`config.mk`:
```
export PLATFORM = sky130hd
export DESIGN_NAME = urxd_bl_commit
export DESIGN_NICKNAME = d
export VERILOG_FILES = /design/src/rtl/urxd_bl_commit.sv
export SDC_FILE = /design/constraint.sdc
export NUM_CORES = 2
export LEC_CHECK = 0
export CORE_MARGIN = 1
export CORE_UTILIZATION = 40
export CTS_BUF_LIST = sky130_fd_sc_hd__clkbuf_4 sky130_fd_sc_hd__clkbuf_8 sky130_fd_sc_hd__clkbuf_16
export DETAILED_ROUTE_END_ITERATION = 7
export SETUP_SLACK_MARGIN = 0.15
export SLEW_MARGIN = 20
export SYNTH_ARGS = -nofsm -noshare
export SYNTH_HDL_FRONTEND = slang
export SYNTH_SLANG_ARGS = --single-unit
```
`constraint.sdc`:
```
create_clock -name clk -period 7.2 [get_ports clk]
set_input_delay 1.8 -clock clk [delete_from_list [all_inputs] [get_ports clk]]
set_output_delay 1.8 -clock clk [all_outputs]
set_load 0.02 [all_outputs]
```
`src/rtl/urxd_bl_commit.sv`:
```
// Stages one UART data block and copies it into target memory only after a good-CRC pulse.
// Bad, truncated or overflowing blocks are dropped and counted in err_cnt.
module urxd_bl_commit #(
    parameter int unsigned DEPTH = 256,
    parameter int unsigned TOUT  = 50000,
    parameter int unsigned CW    = 17,
    localparam int unsigned AW   = $clog2(DEPTH)
) (
    input  logic          clk,
    input  logic          rst,
    input  logic [7:0]    rx_dat,
    input  logic [15:0]   adr,
    input  logic          ce_wr_dat,
    input  logic          ok_rx_bl,
    output logic          mem_req,
    input  logic          mem_gnt,
    output logic          mem_we,
    output logic [15:0]   mem_adr,
    output logic [7:0]    mem_dat,
    output logic          busy,
    output logic          bl_ok,
    output logic [AW:0]   bl_len,
    output logic [7:0]    err_cnt
);

    typedef enum logic [1:0] {S_IDLE, S_FILL, S_COMMIT} state_e;

    state_e          state_q, state_d;
    logic [AW:0]     n_q, n_d;
    logic [AW:0]     idx_q, idx_d;
    logic [AW:0]     idx_nx;
    logic [CW-1:0]   timer_q, timer_d;
    logic            ovf_q, ovf_d;
    logic            ovf_now;
    logic            lost_q, lost_d;
    logic [15:0]     base_q, base_d;
    logic            mem_req_q, mem_req_d;
    logic [15:0]     mem_adr_q, mem_adr_d;
    logic [7:0]      mem_dat_q, mem_dat_d;
    logic            busy_q;
    logic            bl_ok_q, bl_ok_d;
    logic [AW:0]     bl_len_q, bl_len_d;
    logic [7:0]      err_q, err_d;
    logic            err_inc;
    logic            stg_we;
    logic [AW-1:0]   stg_wa;
    logic [7:0]      stage_q [DEPTH];

    // Next-state, staging-write and memory-port decode
    always_comb begin
        state_d   = state_q;
        n_d       = n_q;
        idx_d     = idx_q;
        timer_d   = timer_q;
        ovf_d     = ovf_q;
        ovf_now   = 1'b0;
        lost_d    = lost_q;
        base_d    = base_q;
        mem_req_d = mem_req_q;
        mem_adr_d = mem_adr_q;
        mem_dat_d = mem_dat_q;
        bl_ok_d   = 1'b0;
        bl_len_d  = bl_len_q;
        err_inc   = 1'b0;
        stg_we    = 1'b0;
        stg_wa    = n_q[AW-1:0];
        idx_nx    = idx_q + (AW+1)'(1);

        case (state_q)
            S_IDLE: begin
                if (ce_wr_dat) begin
                    stg_we  = 1'b1;
                    stg_wa  = '0;
                    base_d  = adr;
                    n_d     = (AW+1)'(1);
                    timer_d = '0;
                    ovf_d   = 1'b0;
                    state_d = S_FILL;
                end else if (ok_rx_bl) begin
                    bl_ok_d  = 1'b1;
                    bl_len_d = '0;
                end
            end

            S_FILL: begin
                ovf_now = ovf_q;
                if (ce_wr_dat) begin
                    timer_d = '0;
                    if (n_q == (AW+1)'(DEPTH)) begin
                        ovf_d   = 1'b1;
                        ovf_now = 1'b1;
                    end else begin
                        stg_we = 1'b1;
                        n_d    = n_q + (AW+1)'(1);
                    end
                end else begin
                    timer_d = timer_q + CW'(1);
                end
                // A byte arriving with the ok pulse is part of the block
                if (ok_rx_bl) begin
                    if (ovf_now) begin
                        err_inc = 1'b1;
                        state_d = S_IDLE;
                    end else begin
                        idx_d     = '0;
                        lost_d    = 1'b0;
                        mem_req_d = 1'b1;
                        mem_adr_d = base_q;
                        mem_dat_d = stage_q[0];
                        state_d   = S_COMMIT;
                    end
                end else if (!ce_wr_dat && timer_q == CW'(TOUT - 1)) begin
                    err_inc = 1'b1;
                    state_d = S_IDLE;
                end
            end

            S_COMMIT: begin
                if ((ce_wr_dat || ok_rx_bl) && !lost_q) begin
                    lost_d  = 1'b1;
                    err_inc = 1'b1;
                end
                if (mem_gnt) begin
                    if (idx_q == n_q - (AW+1)'(1)) begin
                        bl_ok_d   = 1'b1;
                        bl_len_d  = n_q;
                        mem_req_d = 1'b0;
                        state_d   = S_IDLE;
                    end else begin
                        idx_d     = idx_nx;
                        mem_adr_d = base_q + 16'(idx_nx);
                        mem_dat_d = stage_q[idx_nx[AW-1:0]];
                    end
                end
            end

            default: state_d = S_IDLE;
        endcase

        err_d = (err_inc && err_q != 8'hFF) ? err_q + 8'd1 : err_q;
    end

    always_ff @(posedge clk) begin
        if (rst) begin
            state_q   <= S_IDLE;
            n_q       <= '0;
            idx_q     <= '0;
            timer_q   <= '0;
            ovf_q     <= 1'b0;
            lost_q    <= 1'b0;
            base_q    <= '0;
            mem_req_q <= 1'b0;
            mem_adr_q <= '0;
            mem_dat_q <= '0;
            busy_q    <= 1'b0;
            bl_ok_q   <= 1'b0;
            bl_len_q  <= '0;
            err_q     <= '0;
        end else begin
            state_q   <= state_d;
            n_q       <= n_d;
            idx_q     <= idx_d;
            timer_q   <= timer_d;
            ovf_q     <= ovf_d;
            lost_q    <= lost_d;
            base_q    <= base_d;
            mem_req_q <= mem_req_d;
            mem_adr_q <= mem_adr_d;
            mem_dat_q <= mem_dat_d;
            busy_q    <= (state_d != S_IDLE);
            bl_ok_q   <= bl_ok_d;
            bl_len_q  <= bl_len_d;
            err_q     <= err_d;
        end
    end

    // Staging buffer: synchronous write, asynchronous read, contents not reset
    always_ff @(posedge clk) begin
        if (stg_we && !rst) begin
            stage_q[stg_wa] <= rx_dat;
        end
    end

    assign mem_req = mem_req_q;
    assign mem_we  = mem_req_q & mem_gnt;
    assign mem_adr = mem_adr_q;
    assign mem_dat = mem_dat_q;
    assign busy    = busy_q;
    assign bl_ok   = bl_ok_q;
    assign bl_len  = bl_len_q;
    assign err_cnt = err_q;

endmodule

```
==> run summary <==
Max Fclk: 196 MHz
top-count cell post-synth: edfxtp_1
main area contributors after synthesis: edfxtp_1, mux4_2, mux2i_1
Async SR Flop Fraction: 0%
CTS tree: yes
initial antenna violation count: 5
clock share of power: 43.6%
status: completed
Core Box Area: 210000 µm²
first-pass GRT wire length: 297000 µm
synth cell count leaders: edfxtp_1, mux4_2, nor2_1
vias per cell: 5.62
Inst Count DP: 6786
Nets: 4242
critical-path cell list: clkdlybuf4s50_1, nand3_1, nor3b_2, nand3_1, nor2_1
Fin. Hold Viols: 0
Cell Area, Synth: 84800 µm²
Placement Setup Slack: 1250 ps
syn_area_per_cell: 20.7 µm²
routed via count: 40419
multi-input logic area: 20300 µm²
Int Power: 20.4 mW
Setup Viol. Count Final: 0
Routed wire per std cell: 28.2 µm
non-filler instance count after layout: 7189
Final Cell Area: 96000 µm²
total power: 25.8 mW
ratio of cells with drive above 1 in the final layout: 24.0%
slew of the pin with the lowest slew margin: 1140 ps
post-synthesis sequential area ratio: 74.9%
Die Y: 462 µm
hold path depth: 2
Detail Route Antenna Nets: 0
Port Buffers: 73
drt initial violations: 4260
Pre-Repair DR Iteration Count: 5
Critical Path Fanout Max: 17
Net Sw Frac: 20.7%
post-cts repair resize count: 0
Cell variety after synth: 56
Static Leak: 28.4 nW
Clock Tree Root: clkbuf_16
die footprint: 214000 µm²
vias in the first global route: 40908
worst skew pair latency: 850 ps
Syn Nets: 4134
Reg2Reg Setup Slack: 2400 ps
crit path DAT: 5560 ps
worst setup slack after layout: 2110 ps
fin. max-slew vios: 0
Ports: 74
post-synth top area cell: edfxtp_1
period utilisation layout: 70.7%
Rows: 168
gpl congestion: 0.807
Synth Register Bits: 2147
Critical Path RT: 7670 ps
Slowest-stage cell, CP: clkdlybuf4s50_1
largest net degree at the start of global routing: 154
Setup TNS Final: 0 ps
Die X: 462 µm
slowest stage delay, CP: 890 ps
crit start category: input port
initial core utilization: 40.4%
Max Cap Viol: 0
worst rel slew slack: 23.8%
dpl hpwl: 118000 µm
All-Layer GR Usage: 18.9%
Logic pwr share: 3.2%
Peak VDD IR: 0.270 mV
Top FF cell, synth: edfxtp_1
placed inst area: 88800 µm²
FILL cells: 17265
pwr dens: 269 nW/µm²
clk slew on worst S/H paths: 60 ps
Setup CP Type: in -> reg
Switch Pwr: 5.35 mW
gr ovfl total: 0
Flop pwr share: 53.2%
CP most frequent cell: nand3_1
Synth top area share: 72.6%
Syn-to-layout area delta: 13.2%
Setup Skew: 41.3 ps
register area: 63500 µm²
Max Buffers Root-to-Sink: 3
RSZ-0062 raised after global routing: no
DRC errors left: 0
Hold Buf Count CTS: 0
cells on worst reg2reg path: 10
critical path endpoint category: flop
TritonCTS Sinks: 2147
CTS buffer count: 211
Synthesis Warnings: 0
Syn Inst Count: 4086
final wirelength: 203000 µm
EDFF count, synth: 2048
hold crit path type: reg -> reg
Final Critical Period: 5090 ps
total setup buffers inserted after CTS: 0
CTS H-Tree Depth: 4
==> logic make-up after synthesis <==
logic type,synth area share [%]
AOI/OAI and AO/OA,1.36
xor gates and xnor gates,0.455
adders and majority gates,0.289
buffers and inverters,1.27
DFF,74.9
muxes,18.9
and+or+nand+nor,2.81
==> layout make-up <==
class | count | area share (%)
diodes | 1 | 0.00261
flip-flops and latches | 2147 | 66.1
well taps | 2805 | 3.66
repair buffers | 135 | 1.48
clock buffers | 248 | 5.81
inverters | 19 | 0.0743
clock inverters | 154 | 1.66
multi-input cells | 1680 | 21.2
==> registers in the layout, indices dropped and copies added (netlist names) <==
name     flops
ovf_q        1
base_q      16
n_q          9
mem_adr     16
mem_dat      8
bl_len       9
stage_q   2048
timer_q     17
busy         1
idx_q        9
bl_ok        1
state_q      2
err_cnt      8
mem_req      1
lost_q       1
==> critical path: cells and delay by family <==
kind / cells / cell delay, ps
AND/OR/NAND/NOR: 4 / 2860
buffers and inverters: 1 / 890
==> final timing paths <==
check                  start              end
setup / recovery   ce_wr_dat  stage_q[208][0]
hold / removal    base_q[15]       base_q[15]
setup reg to reg    idx_q[0]       mem_dat[0]
hold reg to reg   base_q[15]       base_q[15]
==> routing by layer <==
layer / part of all wire (%) / GRT usage (%) / up-vias
met4: 2.1 / 4.98 / 0
li1: - / - / 17057
met1: 44 / 27.7 / 21504
met3: 7.2 / 3.74 / 249
met5: 0 / 0 / -
met2: 46 / 28.9 / 1609
==> cell usage in the layout, fill, tap and decap left out, types with 19 or more instances in the layout <==
cell type and count:
edfxtp_1 2048, mux4_2 576, nor2_1 373, mux2i_1 306, clkbuf_16 212, dfxtp_1 98
nand2_1 82, clkdlybuf4s50_1 64, a21oi_1 48, buf_4 48, clkinv_2 47, clkinv_1 42
clkbuf_4 36, a22oi_1 32, bufinv_16 25, nand3_1 24, xnor2_1 23, inv_1 19
o21ai_0 19
==> per-stage QoR <==
stage	util, %	hold WS, ps
floorplan	-	441
global placement	42.3	456
detailed placement	42.3	461
CTS	45.7	469
global route	45.7	500
finish	45.7	472
==> power by group through the flow <==
stage / registers, mW / logic, mW / clock network, mW
floorplan: 14.0 / 0.397 / 0
global placement: 14.0 / 0.849 / 0
detailed placement: 14.0 / 0.853 / 0
CTS: 13.7 / 0.855 / 11.4
global route: 13.7 / 0.898 / 11.9
finish: 13.7 / 0.837 / 11.2
(Power assumes the default switching activity.)
